--- config.mk ---
export PLATFORM = sky130hd
export DESIGN_NAME = trap_ctrl_flat
export DESIGN_NICKNAME = d
export VERILOG_FILES = /design/src/rtl/trap_ctrl_if.sv /design/src/rtl/trap_ctrl.sv /design/src/flat_wrapper.sv
export SDC_FILE = /design/constraint.sdc
export NUM_CORES = 1
export LEC_CHECK = 0
export BUFFER_PORTS_ARGS = -buffer_cell sky130_fd_sc_hd__buf_2
export CELL_PAD_IN_SITES_DETAIL_PLACEMENT = 1
export CELL_PAD_IN_SITES_GLOBAL_PLACEMENT = 2
export CORE_ASPECT_RATIO = 0.7
export CORE_MARGIN = 3
export CORE_UTILIZATION = 26
export CTS_CLUSTER_SIZE = 25
export DETAILED_ROUTE_END_ITERATION = 6
export PLACE_DENSITY = 0.81
export SLEW_MARGIN = 20
export SYNTH_ARGS = -nofsm -noshare
export SYNTH_HDL_FRONTEND = slang
export SYNTH_SLANG_ARGS = --single-unit
--- constraint.sdc ---
create_clock -name clk -period 3.8 [get_ports clk]
set_input_delay 0.76 -clock clk [delete_from_list [all_inputs] [get_ports clk]]
set_output_delay 0.76 -clock clk [all_outputs]
set_load 0.05 [all_outputs]
--- src/rtl/trap_ctrl_if.sv ---
// +----------------------------------------------------------------------------+
// | trap_ctrl_if : trap sequencer <-> CSR block port bundle                    |
// | Revision     : 1.0                                                         |
// +----------------------------------------------------------------------------+
`default_nettype none

interface trap_ctrl_if;
    logic [31:0] csr_info;
    logic [31:0] csr_rdata;
    logic        except;
    logic        interrupt;
    logic [31:0] except_info;
    logic        csr_req;
    logic [11:0] csr_addr;
    logic        csr_w;
    logic [31:0] csr_wdata;

    modport master (
        input  csr_info, csr_rdata,
        output except, interrupt, except_info, csr_req, csr_addr, csr_w, csr_wdata
    );

    modport slave (
        output csr_info, csr_rdata,
        input  except, interrupt, except_info, csr_req, csr_addr, csr_w, csr_wdata
    );
endinterface

`default_nettype wire

--- src/rtl/trap_ctrl.sv ---
// +----------------------------------------------------------------------------+
// | trap_ctrl : RV32I trap/MRET sequencer driving the CSR block trap port.     |
// | Interrupt path enabled by defining TRAP_CTRL_IRQ_EN.                       |
// | Revision  : 1.0                                                            |
// +----------------------------------------------------------------------------+
`default_nettype none

module trap_ctrl #(
    parameter logic [31:0] MTVEC_ALIGN_MASK = 32'hFFFF_FFFC
) (
    input  wire logic        clk,
    input  wire logic        rst,
    input  wire logic [31:0] pc_i,
    input  wire logic        illegal_instr_i,
    input  wire logic        ebreak_i,
    input  wire logic        ecall_i,
    input  wire logic        misaligned_i,
    input  wire logic        mret_i,
    input  wire logic        ext_irq_i,
    input  wire logic        timer_irq_i,
    trap_ctrl_if.master      csr,
    output logic             stall_o,
    output logic             flush_o,
    output logic             pc_redirect_o,
    output logic [31:0]      pc_target_o
);

    localparam logic [11:0] C_ADDR_MSTATUS = 12'h000;
    localparam logic [11:0] C_ADDR_MEPC    = 12'h002;

    typedef enum logic [2:0] {
        S_IDLE     = 3'd0,
        S_TRAP     = 3'd1,
        S_MRET_RD  = 3'd2,
        S_MRET_WR  = 3'd3,
        S_REDIRECT = 3'd4
    } state_t;

    state_t      state_q;
    logic        except_q, interrupt_q, csr_req_q, csr_w_q;
    logic        stall_q, flush_q, redirect_q;
    logic [31:0] except_info_q, csr_wdata_q, pc_target_q;
    logic [11:0] csr_addr_q;

    logic [15:0] mstatus, mip;
    logic        ext_take, timer_take;
    logic        trap_d, irq_d;
    logic [6:0]  cause_d;
    logic [7:0]  mst_trap_d;
    logic [31:0] mst_mret_d;

    assign mstatus = csr.csr_info[15:0];
    assign mip     = csr.csr_info[31:16];

`ifdef TRAP_CTRL_IRQ_EN
    assign ext_take   = ext_irq_i   & mstatus[3] & mip[11];
    assign timer_take = timer_irq_i & mstatus[3] & mip[7];
`else
    assign ext_take   = 1'b0;
    assign timer_take = 1'b0;
`endif

    logic unused_bits;
    assign unused_bits = ^{pc_i[31:16], mip, ext_irq_i, timer_irq_i};

    always_comb begin
        trap_d  = 1'b1;
        irq_d   = 1'b0;
        cause_d = 7'd0;
        if (illegal_instr_i)    cause_d = 7'd2;
        else if (ebreak_i)      cause_d = 7'd3;
        else if (ecall_i)       cause_d = 7'd11;
        else if (misaligned_i)  cause_d = 7'd4;
        else if (ext_take)      begin cause_d = 7'd11; irq_d = 1'b1; end
        else if (timer_take)    begin cause_d = 7'd7;  irq_d = 1'b1; end
        else                    trap_d = 1'b0;
    end

    // Trap entry: MPIE <- MIE, MIE <- 0. MRET: MIE <- MPIE, MPIE <- 1.
    assign mst_trap_d = {mstatus[3], mstatus[6:4], 1'b0, mstatus[2:0]};
    assign mst_mret_d = {16'h0000, mstatus[15:8], 1'b1, mstatus[6:4], mstatus[7], mstatus[2:0]};

    always_ff @(posedge clk or posedge rst) begin
        if (rst) begin
            state_q       <= S_IDLE;
            except_q      <= 1'b0;
            interrupt_q   <= 1'b0;
            except_info_q <= 32'h0;
            csr_req_q     <= 1'b0;
            csr_addr_q    <= 12'h000;
            csr_w_q       <= 1'b0;
            csr_wdata_q   <= 32'h0;
            stall_q       <= 1'b0;
            flush_q       <= 1'b0;
            redirect_q    <= 1'b0;
            pc_target_q   <= 32'h0;
        end else begin
            except_q    <= 1'b0;
            interrupt_q <= 1'b0;
            csr_req_q   <= 1'b0;
            csr_w_q     <= 1'b0;
            flush_q     <= 1'b0;
            redirect_q  <= 1'b0;
            stall_q     <= 1'b1;
            case (state_q)
                S_IDLE: begin
                    if (trap_d) begin
                        state_q       <= S_TRAP;
                        except_q      <= 1'b1;
                        interrupt_q   <= irq_d;
                        except_info_q <= {irq_d, cause_d, mst_trap_d, pc_i[15:0]};
                    end else if (mret_i) begin
                        state_q    <= S_MRET_RD;
                        csr_req_q  <= 1'b1;
                        csr_addr_q <= C_ADDR_MEPC;
                    end else begin
                        stall_q <= 1'b0;
                    end
                end
                S_TRAP: begin
                    // CSR block presents mtvec while except is high
                    pc_target_q <= csr.csr_rdata & MTVEC_ALIGN_MASK;
                    redirect_q  <= 1'b1;
                    flush_q     <= 1'b1;
                    state_q     <= S_REDIRECT;
                end
                S_MRET_RD: begin
                    pc_target_q <= csr.csr_rdata;
                    csr_req_q   <= 1'b1;
                    csr_w_q     <= 1'b1;
                    csr_addr_q  <= C_ADDR_MSTATUS;
                    csr_wdata_q <= mst_mret_d;
                    state_q     <= S_MRET_WR;
                end
                S_MRET_WR: begin
                    redirect_q <= 1'b1;
                    flush_q    <= 1'b1;
                    state_q    <= S_REDIRECT;
                end
                S_REDIRECT: begin
                    stall_q <= 1'b0;
                    state_q <= S_IDLE;
                end
                default: begin
                    stall_q <= 1'b0;
                    state_q <= S_IDLE;
                end
            endcase
        end
    end

    assign csr.except      = except_q;
    assign csr.interrupt   = interrupt_q;
    assign csr.except_info = except_info_q;
    assign csr.csr_req     = csr_req_q;
    assign csr.csr_addr    = csr_addr_q;
    assign csr.csr_w       = csr_w_q;
    assign csr.csr_wdata   = csr_wdata_q;
    assign stall_o         = stall_q;
    assign flush_o         = flush_q;
    assign pc_redirect_o   = redirect_q;
    assign pc_target_o     = pc_target_q;

endmodule

`default_nettype wire

--- src/flat_wrapper.sv ---
// flat-port wrapper written by rule: the top's interface ports become plain ports
module trap_ctrl_flat 
#(
    parameter logic [31:0] MTVEC_ALIGN_MASK = 32'hFFFF_FFFC
)
  (clk, rst, pc_i, illegal_instr_i, ebreak_i, ecall_i, misaligned_i, mret_i, ext_irq_i, timer_irq_i, stall_o, flush_o, pc_redirect_o, pc_target_o, csr_csr_info, csr_csr_rdata, csr_except, csr_interrupt, csr_except_info, csr_csr_req, csr_csr_addr, csr_csr_w, csr_csr_wdata);
  trap_ctrl_if csr_i ();
  input  wire logic clk;
  input  wire logic rst;
  input  wire logic [31:0] pc_i;
  input  wire logic illegal_instr_i;
  input  wire logic ebreak_i;
  input  wire logic ecall_i;
  input  wire logic misaligned_i;
  input  wire logic mret_i;
  input  wire logic ext_irq_i;
  input  wire logic timer_irq_i;
  output logic stall_o;
  output logic flush_o;
  output logic pc_redirect_o;
  output logic [31:0] pc_target_o;
  input wire logic [$bits(csr_i.csr_info)-1:0] csr_csr_info;
  input wire logic [$bits(csr_i.csr_rdata)-1:0] csr_csr_rdata;
  output wire logic [$bits(csr_i.except)-1:0] csr_except;
  output wire logic [$bits(csr_i.interrupt)-1:0] csr_interrupt;
  output wire logic [$bits(csr_i.except_info)-1:0] csr_except_info;
  output wire logic [$bits(csr_i.csr_req)-1:0] csr_csr_req;
  output wire logic [$bits(csr_i.csr_addr)-1:0] csr_csr_addr;
  output wire logic [$bits(csr_i.csr_w)-1:0] csr_csr_w;
  output wire logic [$bits(csr_i.csr_wdata)-1:0] csr_csr_wdata;
  assign csr_i.csr_info = csr_csr_info;
  assign csr_i.csr_rdata = csr_csr_rdata;
  assign csr_except = csr_i.except;
  assign csr_interrupt = csr_i.interrupt;
  assign csr_except_info = csr_i.except_info;
  assign csr_csr_req = csr_i.csr_req;
  assign csr_csr_addr = csr_i.csr_addr;
  assign csr_csr_w = csr_i.csr_w;
  assign csr_csr_wdata = csr_i.csr_wdata;
  trap_ctrl #(.MTVEC_ALIGN_MASK(MTVEC_ALIGN_MASK)) u_core (.clk(clk), .rst(rst), .pc_i(pc_i), .illegal_instr_i(illegal_instr_i), .ebreak_i(ebreak_i), .ecall_i(ecall_i), .misaligned_i(misaligned_i), .mret_i(mret_i), .ext_irq_i(ext_irq_i), .timer_irq_i(timer_irq_i), .csr(csr_i), .stall_o(stall_o), .flush_o(flush_o), .pc_redirect_o(pc_redirect_o), .pc_target_o(pc_target_o));
endmodule
======== After elaboration in Yosys (flattened, before gate mapping) ========
Cells that the tools add are included.
operators by class
  equality and inequality tests ........... 6
  mux-type cells .......................... 24
  reductions and logical operators ........ 7
operators with widths
  kind                count
  $pmux 32 s2         1
  $mux 12             2
  $pmux 12 s2         1
  $mux 7              3
  $mux 1              11
  $mux 3              3
  $pmux 3 s3          1
  $eq 3x2->1 const B  2
  $ne 2x2->1 const B  2
  $pmux 1 s2          2
  $reduce_bool 2->1   2
  $eq 3x1->1 const B  1
  $logic_not 3->1     1
  $ne 3x2->1 const B  1
  $reduce_and 3->1    1
  $reduce_or 3->1     1
  $reduce_and 2->1    1
  $reduce_or 2->1     1
word-level totals
  flip-flop bits (word level) ............. 98
  input port bits ......................... 105
  logic and storage cells ................. 47

======== Longest topological paths before layout ========
Gate-level depths: netlist (run 1).
  depth in word-level cells ............... 6
  depth in mapped cells ................... 6
  depth with buffers taken out ............ 3

======== Worst setup path after synthesis (run 1) ========
No wires, ideal clock.
  path kind ............................... input to register
  start point ............................. input misaligned_i
  end point ............................... register u_core.except_info_q[0] (netlist: u_core.csr.except_info[0])
  arrival time ............................ 1.772 ns
  data required time ...................... 3.675 ns
  setup slack ............................. 1.903 ns
  stages .................................. 4
  path buffers ............................ 1
  cell sequence ........................... nor4_4 > nor2_8 > buf_12 > mux2_4
between the ends
  word-level cells in the longest chain between the ends .. 5
ends and longest elaborated chain
  what                               RTL line            RTL
  start: declaration                 flat_wrapper.sv:14  input wire logic misaligned_i;
  $mux 1                             trap_ctrl.sv:73     else if (misaligned_i) cause_d = 7'd4;
  $mux 1                             trap_ctrl.sv:72     else if (ecall_i) cause_d = 7'd11;
  $mux 1                             trap_ctrl.sv:71     else if (ebreak_i) cause_d = 7'd3;
  $mux 1                             trap_ctrl.sv:70     if (illegal_instr_i) cause_d = 7'd2;
  $reduce_and 2->1 (no source line)  --
  end signal: assignment             trap_ctrl.sv:111    except_info_q <= {irq_d, cause_d, mst_trap_d, pc_i[15:0]};
  end: declaration                   trap_ctrl.sv:42     logic [31:0] except_info_q, csr_wdata_q, pc_target_q;
No other way between the ends.
A chain may end at the register's enable or synchronous reset.

======== Worst setup path after layout (run 1) ========
  start point ............................. register u_core.state_q[2]
  end point ............................... register u_core.except_info_q[4] (netlist: u_core.csr.except_info[4])
between the ends
  word-level cells in the longest chain between the ends .. 2
ends and longest elaborated chain
  what                               RTL line          RTL
  start: declaration                 trap_ctrl.sv:39   state_t state_q;
  start signal: assignment           trap_ctrl.sv:85   state_q <= S_IDLE;
  start signal: assignment           trap_ctrl.sv:108  state_q <= S_TRAP;
  start signal: assignment           trap_ctrl.sv:113  state_q <= S_MRET_RD;
  $logic_not 3->1                    trap_ctrl.sv:105  case (state_q)
  $reduce_and 2->1 (no source line)  --
No other way between the ends.

==> flow_summary_export.csv, run 1 <==
group,metric,value,unit
finish,multi_input_area,0.00119,mm^2
sta,setup_ws,1.69,ns
route,ant_nets,0,
floorplan,dieArea,0.0150,mm^2
floorplan,fp.coreArea,0.0128,mm^2
yosys,synth-seq-cells,84,
finish,drive_above_1_share,61.5,%
finish,fin_nets,497,
yosys,syn_inst,237,
sta,setup_viol,0,
cts,post_cts_buffers,0,
yosys,synth_cell_types,26,
global_routing,overflow,0,
finish,mostFrequentLayoutCell,"buf_2",
setup_path,crit_type,"reg -> reg",
yosys,yosysWarnings,0,
sta,final.setup_skew,0.00456,ns
cts,cts.sinks,84,
setup_path,cp_max_fo,24,
route,vias,2274,
yosys,ys_top_cells_by_area,"dfrtp_1 (60%), mux2_2 (15%), mux2_4 (8.1%)",
floorplan,start_util,27.4,%
route,wl_per_cell,14.5,um
cts,htreeDepth,3,
sta,slew_viol_final,0,
route,routed_wl,8.34,mm
sta,period_needed,2.11,ns
sta,worst_pin_slew,0.578,ns
flow_run,drv_cap,0,
sta,fmax,0.475,GHz
floorplan,rows,34,
sta,tns,0,ns
floorplan,die_h,103,um
cts,clockRootBuffer,"clkbuf_16",
min_path,hold_path_class,"in -> async",
yosys,yosysSeqAreaShare,59.8,%
route,drcViolationCount,0,
cts,clock_path_buffers,2,
global_routing,grt_start_max_net_pins,36,
cts,numCtsBuffers,9,
cts,cts_resized,0,
sta,period_share,55.5,%
setup_path,arrival,2.32,ns
finish,final_cell_mix,"buf_2 (152), dfrtp_1 (84), mux2_2 (47)",
yosys,yosysTopAreaCellShare,59.8,%
placement,place_congestion,0.719,
route,drtPass1Iterations,3,
finish,final_cell_area,0.00463,mm^2
route,drt_iter0_markers,74,
floorplan,ioPinCount,220,
setup_path,cp.required,4.02,ns
yosys,netlist_area,0.00351,mm^2
placement,port_buffers,152,
finish,insertedDiodeCount,0,
placement,dp_hpwl,6.45,mm
global_routing,grt_pass1_wl,13.1,mm
floorplan,die_w,145,um
cts,clk_pin_slew_worst_paths,0.06,ns
finish,fill_cells,1413,
cts,postCtsHoldBufs,0,
yosys,avgSynthCellArea,14.8,um^2
cts,cts_tree,"yes",
route,viasPerCell,3.94,
finish,area_growth,31.8,%
setup_path,startpoint_type,"flip-flop",
sta,rsz0062_at_grt,"false",
sta,slew_headroom,61.5,%
placement,dpl_cell_area,0.00432,mm^2
global_routing,grt_usage,11.0,%
sta,hold_violations,0,
setup_path,end_kind,"flip-flop",
cts,clk-insertion-delay-late,0.33,ns
global_routing,grt_pass1_vias,2484,
finish,regArea,0.00210,mm^2
run_status,status,"finished, final reports clean",
placement,pre_cts_ws,1.61,ns
yosys,yosysTopAreaCell,"dfrtp_1",
global_routing,antenna_found_initial,0,
-- Yosys cell counts --
master    number
nand2_1        6
dfrtp_1       84
o31ai_1        1
buf_2          6
buf_6          1
mux2_4        19
or3_1          1
nand3_1        2
inv_1          2
buf_4         34
nor2_8         1
or2_2          1
mux2_1         2
xnor2_1        1
clkbuf_1       1
nor2b_1        3
o21ai_0        5
nor2_1         6
a21oi_1        3
nor4_4         1
conb_1         1
mux2_2        47
buf_12         2
nor3b_1        1
a21o_1         1
nor3_1         5
-- final timing paths --
path                                                        start                                endpoint  slack [ns]  depth (start not counted)
min in group clk           u_core.csr.except_info[25]$_DFFE_PP0P_  u_core.csr.except_info[25]$_DFFE_PP0P_        0.48                          1
max reg2reg                         u_core.state_q[2]$_DFFE_PP0P_   u_core.csr.except_info[4]$_DFFE_PP0P_        1.69                          3
min reg2reg                u_core.csr.except_info[25]$_DFFE_PP0P_  u_core.csr.except_info[25]$_DFFE_PP0P_        0.48                          1
max in group asynchronous                                     rst       u_core.pc_target_o[4]$_DFFE_PP0P_        2.69                          3
max                                 u_core.state_q[2]$_DFFE_PP0P_   u_core.csr.except_info[4]$_DFFE_PP0P_        1.69                          3
min                                                           rst      u_core.pc_target_o[17]$_DFFE_PP0P_        0.36                          2
-- kinds of logic after synthesis --
| logic type | after synthesis | share of synthesized area (%) |
|---|---|---|
| buf+inv | 46 | 9.90 |
| other cells | 1 | 0.107 |
| mux | 68 | 23.8 |
| compound gates | 10 | 1.57 |
| flops | 84 | 59.8 |
| simple gates | 27 | 4.56 |
| xor+xnor | 1 | 0.249 |
-- flip-flops by register name (all words and copies together) (netlist names) --
signal	cells
u_core.csr.except	1
u_core.stall_o	1
u_core.csr.csr_w	1
u_core.csr.csr_addr	1
u_core.flush_o	1
u_core.pc_target_o	32
u_core.state_q	3
u_core.csr.except_info	27
u_core.csr.csr_wdata	16
u_core.csr.csr_req	1
-- per-stage QoR --
stage	std cells	utilization [%]	hold WS (ns)
final	577	36.2	0.364
after global routing	577	36.2	0.369
after CTS	577	36.2	0.355
after detailed placement	561	33.7	0.458
after global placement	561	33.7	0.447
after floorplan	269	-	0.525
-- cell type report --
type	count	share of cell area, %
tap	180	4.86
clock inverter	5	1.30
clock buffer	11	5.46
timing repair buffer	156	17.1
multi-input combinational	139	25.7
inverter	2	0.189
sequential	84	45.4
-- worst max-delay path: stages, from the launching register on --
cell and delay (ns):
dfrtp_1 0.52, or3_1 0.56, nor2_8 0.50, mux2_2 0.40
-- metal layers --
metal | global-route usage, % | wire, um
met1 | 13.3 | 3430
met2 | 17.7 | 4020
met3 | 5.49 | 810
met4 | 3.28 | 79
met5 | 0 | 0
Power of run 1 is not shown: default switching activity piles up to over one toggle a cycle in this logic, so the estimate is an artifact.
==> run 2: changes to the inputs <==
Settings changed: CORE_UTILIZATION 26 to 23, PLACE_DENSITY 0.81 to 0.76.
Clock period 3.8 ns to 1.7 ns, I/O delays scaled along.
==> flow_summary_export.csv, run 2 (synthesis results as in run 1) <==
group,metric,value,unit
setup_path,ff2ff_setup_slack,0.14,ns
route,drcViolationCount,0,
finish,drive_above_1_share,62.3,%
sta,setup_ws,0.139,ns
setup_path,reg2reg_from,"u_core.state_q[2]$_DFFE_PP0P_",
global_routing,busiest_layer,"met2",
power_and_ir_drop,power.internal,0.00649,W
sta,setup_viol,0,
placement,port_buffers,152,
finish,area_growth,36.2,%
route,vias,2336,
setup_path,path_buf_inv,1,
setup_path,startpoint_type,"flip-flop",
cts,clockRootBuffer,"clkbuf_16",
power_and_ir_drop,pwr-share-clk,17.8,%
finish,multi_input_area,0.00120,mm^2
floorplan,fp.coreArea,0.0148,mm^2
setup_path,end_kind,"flip-flop",
power_and_ir_drop,irDropWorstVdd,0.000915,V
finish,largest_register_ffs,32,
power_and_ir_drop,net-switching-power,0.00596,W
placement,dpl_cell_area,0.00444,mm^2
power_and_ir_drop,switching_share,47.9,%
setup_path,path_delay_family,"simple AND/OR/NAND/NOR gates",
cts,clock_path_buffers,2,
cts,postCtsHoldBufs,0,
setup_path,arrival,1.77,ns
floorplan,start_util,23.7,%
setup_path,cp_slowest_stage_delay,0.43,ns
floorplan,ioPinCount,220,
global_routing,grt_pass1_vias,2459,
floorplan,dieArea,0.0168,mm^2
cts,cts_resized,0,
global_routing,grt_use_met2,15.9,%
sta,slew_viol_final,0,
cts,post_cts_buffers,0,
flow_run,drv_cap,0,
setup_path,cp_cell_sequence,"or3_4, nor2_8, buf_12, mux2_1",
power_and_ir_drop,combPwrFrac,54.7,%
sta,hold_violations,0,
finish,mostFrequentLayoutCell,"buf_2",
finish,final_cell_mix,"buf_2 (152), dfrtp_1 (84), mux2_2 (47)",
power_and_ir_drop,p_leak,2.44,nW
global_routing,antenna_found_initial,0,
power_and_ir_drop,power.total,0.0124,W
global_routing,grt_start_max_net_pins,85,
floorplan,rows,37,
finish,regArea,0.00210,mm^2
route,drt_iter0_markers,48,
setup_path,r2r_cells,4,
finish,insertedDiodeCount,0,
global_routing,use_met3,4.68,%
sta,tns,0,ns
route,drtPass1Iterations,4,
sta,period_share,91.8,%
power_and_ir_drop,p_seq_share,27.4,%
global_routing,met1_usage,12.1,%
cts,cts_tree,"yes",
placement,pre_cts_ws,0.0442,ns
sta,rsz0062_at_grt,"false",
setup_path,cp-startpoint,"u_core.state_q[2]$_DFFE_PP0P_",
run_status,status,"finished, final reports clean",
setup_path,cp-endpoint,"u_core.csr.except_info[5]$_DFFE_PP0P_",
cts,htreeDepth,3,
global_routing,overflow,0,
setup_path,r2r-end,"u_core.csr.except_info[5]$_DFFE_PP0P_",
setup_path,cp_max_fo,14,
power_and_ir_drop,power.density_cell_area,2600,mW/mm^2
floorplan,die_w,154,um
setup_path,cp_slowest_cell,"or3_4",
route,viasPerCell,3.91,
placement,dp_hpwl,6.34,mm
floorplan,die_h,109,um
cts,numCtsBuffers,9,
placement,place_congestion,0.776,
setup_path,cp_num_cells,4,
route,wl_per_cell,14.2,um
global_routing,grt_pass1_wl,13.0,mm
finish,fin_nets,504,
finish,final_cell_area,0.00479,mm^2
sta,period_needed,1.56,ns
finish,fill_cells,1653,
cts,clk_pin_slew_worst_paths,0.06,ns
setup_path,cp.required,1.91,ns
sta,final.setup_skew,0.00606,ns
route,routed_wl,8.47,mm
cts,clk-insertion-delay-late,0.33,ns
sta,fmax,0.641,GHz
route,ant_nets,0,
cts,cts.sinks,84,
setup_path,crit_type,"reg -> reg",
global_routing,grt_usage,9.90,%
min_path,hold_path_class,"in -> async",
[run 2: power groups by stage]
stage	sequential [W]	clock (W)	combinational, W
global route	0.00354	0.00242	0.00714
global placement	0.00340	0	0.00681
detailed placement	0.00345	0	0.00690
floorplan	0.00662	0	0.00219
finish	0.00341	0.00222	0.00681
CTS	0.00343	0.00233	0.00690
[run 2: routing by layer]
layer	wire length (um)	share of wire (%)
met2	4060	48
met5	0	0
met1	3610	43
met3	758	8.9
met4	42	0.50
[run 2: how the worst min path moves through the flow]
stage	from	to	slack [ns]	depth (start not counted)
after floorplan	illegal_instr_i	u_core.csr.except_info[24]$_DFFE_PP0P_	0.44	1
after global placement	u_core.csr.csr_wdata[7]$_DFFE_PP0N_	u_core.csr.csr_wdata[7]$_DFFE_PP0N_	0.45	1
after detailed placement	u_core.csr.except_info[25]$_DFFE_PP0P_	u_core.csr.except_info[25]$_DFFE_PP0P_	0.47	1
after CTS	rst	u_core.csr.except_info[13]$_DFFE_PP0P_	0.15	3
after global routing	rst	u_core.pc_target_o[14]$_DFFE_PP0P_	0.18	3
final	rst	u_core.pc_target_o[14]$_DFFE_PP0P_	0.14	3
[run 2: final cells by class]
cell class | count | share of cell area, %
flip-flops and latches | 84 | 43.9
well taps | 195 | 5.10
clock inverters | 5 | 2.09
repair buffers | 163 | 18.7
clock buffers | 10 | 4.99
multi-input cells | 139 | 25.0
inverters | 2 | 0.235
[run 2: worst register-to-register path, delay by kind of cell, from the launching register on]
family / cells / cell delay (ns)
buffers and inverters: 1 / 0.17
flip-flops: 1 / 0.38
multiplexers: 1 / 0.34
AND/OR/NAND/NOR: 2 / 0.57
[run 2: stage by stage]
stage | hold WS [ns] | utilization (%) | std cells
final | 0.136 | 32.3 | 598
after global routing | 0.178 | 32.3 | 598
after floorplan | 0.440 | - | 269
after global placement | 0.452 | 30.0 | 583
after detailed placement | 0.468 | 30.0 | 583
after CTS | 0.149 | 32.3 | 598
Power figures use the tool's default switching activity.
==> run 3: changes to the inputs <==
Settings changed: SETUP_SLACK_MARGIN set to 0.4.
==> flow_summary_export.csv, run 3 (synthesis results as in run 1) <==
group,metric,value,unit
cts,clockRootBuffer,"clkbuf_16",
sta,hold_violations,0,
placement,place_inst,584,
run_status,status,"finished, final reports clean",
placement,place_congestion,0.793,
finish,largest_register_ffs,32,
setup_path,crit_type,"reg -> reg",
cts,htreeDepth,3,
route,viasPerCell,3.89,
sta,slew_viol_final,0,
cts,clock_path_buffers,2,
route,ant_nets,0,
sta,period_share,92.7,%
placement,dp_hpwl,6.30,mm
finish,drive_above_1_share,64.2,%
power_and_ir_drop,power.total,0.0141,W
global_routing,grt_start_max_net_pins,85,
sta,fmax,0.635,GHz
setup_path,startpoint_type,"flip-flop",
power_and_ir_drop,irDropWorstVdd,0.00110,V
floorplan,rows,37,
setup_path,r2r_cells,7,
route,vias,2376,
setup_path,cp.required,1.91,ns
setup_path,ff2ff_setup_slack,0.12,ns
global_routing,grt_pass1_wl,13.8,mm
global_routing,grt_pass1_vias,2505,
finish,insertedDiodeCount,0,
floorplan,ioPinCount,220,
setup_path,reg2reg_from,"u_core.state_q[1]$_DFFE_PP0P_",
placement,port_buffers,152,
floorplan,start_util,23.7,%
floorplan,dieArea,0.0168,mm^2
finish,instances_no_fill,611,
finish,final_cell_mix,"dfrtp_1 (84), buf_2 (72), buf_4 (69)",
sta,setup_viol,0,
sta,rsz0062_at_grt,"true",
flow_run,drv_cap,0,
sta,hold_slack,0.135,ns
setup_path,end_kind,"flip-flop",
placement,pre_cts_ws,0.0607,ns
global_routing,antenna_found_initial,0,
setup_path,cp_max_fo,6,
finish,mostFrequentLayoutCell,"dfrtp_1",
power_and_ir_drop,p_leak,2.68,nW
route,wl_per_cell,15.0,um
setup_path,cp-startpoint,"u_core.state_q[1]$_DFFE_PP0P_",
sta,setup_ws,0.125,ns
cts,clk_pin_slew_worst_paths,0.06,ns
floorplan,die_h,109,um
cts,clk-insertion-delay-late,0.33,ns
sta,period_needed,1.58,ns
cts,cts.sinks,84,
min_path,hold_path_class,"in -> async",
global_routing,overflow,0,
route,drcViolationCount,0,
power_and_ir_drop,power.density_cell_area,2630,mW/mm^2
route,drtPass1Iterations,4,
global_routing,grt_usage,10.6,%
setup_path,arrival,1.79,ns
sta,tns,0,ns
cts,cts_tree,"yes",
route,routed_wl,9.19,mm
finish,area_growth,52.0,%
floorplan,fp.coreArea,0.0148,mm^2
finish,fin_nets,516,
cts,numCtsBuffers,9,
setup_path,r2r-end,"u_core.pc_target_o[22]$_DFFE_PP0P_",
floorplan,die_w,154,um
route,drt_iter0_markers,56,
sta,final.setup_skew,0.00648,ns
[run 3: changes by cell type in the layout (fill, tap and decap cells not counted), moves of 3 or more]
cell and change:
buf_2 -80, buf_4 +62, buf_6 +22, clkbuf_4 +3, mux2_2 -20, mux2_4 +20
[run 3: repair_timing]
action,CTS,global route
buffers inserted,5,4
endpoints found under the setup margin,141,105
resized for setup,78,49
cloned,2,0
hold buffers,0,0
pin swaps,1,3
[run 3: where the power goes]
group          leakage [nW]  total, W  switching, W  internal (W)
clock network         0.163   0.00219      0.000761       0.00143
logic                  1.50   0.00831       0.00498       0.00334
registers              1.02   0.00355      0.000599       0.00295
total                  2.68    0.0141       0.00634       0.00772
[run 3: layout make-up]
type | count | area, um^2
fill | 1618 | 9470
tap | 195 | 244
inverter | 2 | 11.3
multi-input combinational | 139 | 1320
clock buffer | 11 | 233
timing repair buffer | 175 | 1340
clock inverter | 5 | 100
sequential | 84 | 2100
[run 3: worst max path at each step]
stage | endpoint | slack [ns] | cells after the start
global route | u_core.pc_target_o[22]$_DFFE_PP0P_ | 0.06 | 7
CTS | u_core.csr.except_info[3]$_DFFE_PP0P_ | 0.12 | 4
floorplan | u_core.csr.except_info[0]$_DFFE_PP0P_ | 0.06 | 6
detailed placement | u_core.csr.except_info[3]$_DFFE_PP0P_ | 0.06 | 4
global placement | u_core.csr.except_info[3]$_DFFE_PP0P_ | 0.07 | 4
finish | u_core.pc_target_o[22]$_DFFE_PP0P_ | 0.12 | 7
[run 3: per-layer routing]
layer | track usage, % | wire length, um | vias up
li1 | - | - | 1092
met3 | 5.19 | 882 | 8
met5 | 0 | 0 | -
met2 | 16.5 | 4410 | 109
met4 | 3.02 | 97 | 0
met1 | 13.3 | 3800 | 1167
[run 3: metrics by stage]
stage               utilization (%)  area (um^2)
floorplan                         -         3740
global route                   36.1         5340
finish                         36.1         5340
CTS                            34.9         5170
global placement               30.6         4540
detailed placement             30.6         4540
[run 3: worst max-delay path: stages (launching register included)]
cell	delay [ns]
dfrtp_1	0.41
xnor2_1	0.14
buf_4	0.15
nor2_4	0.10
buf_6	0.14
buf_12	0.10
buf_16	0.11
mux2_4	0.30
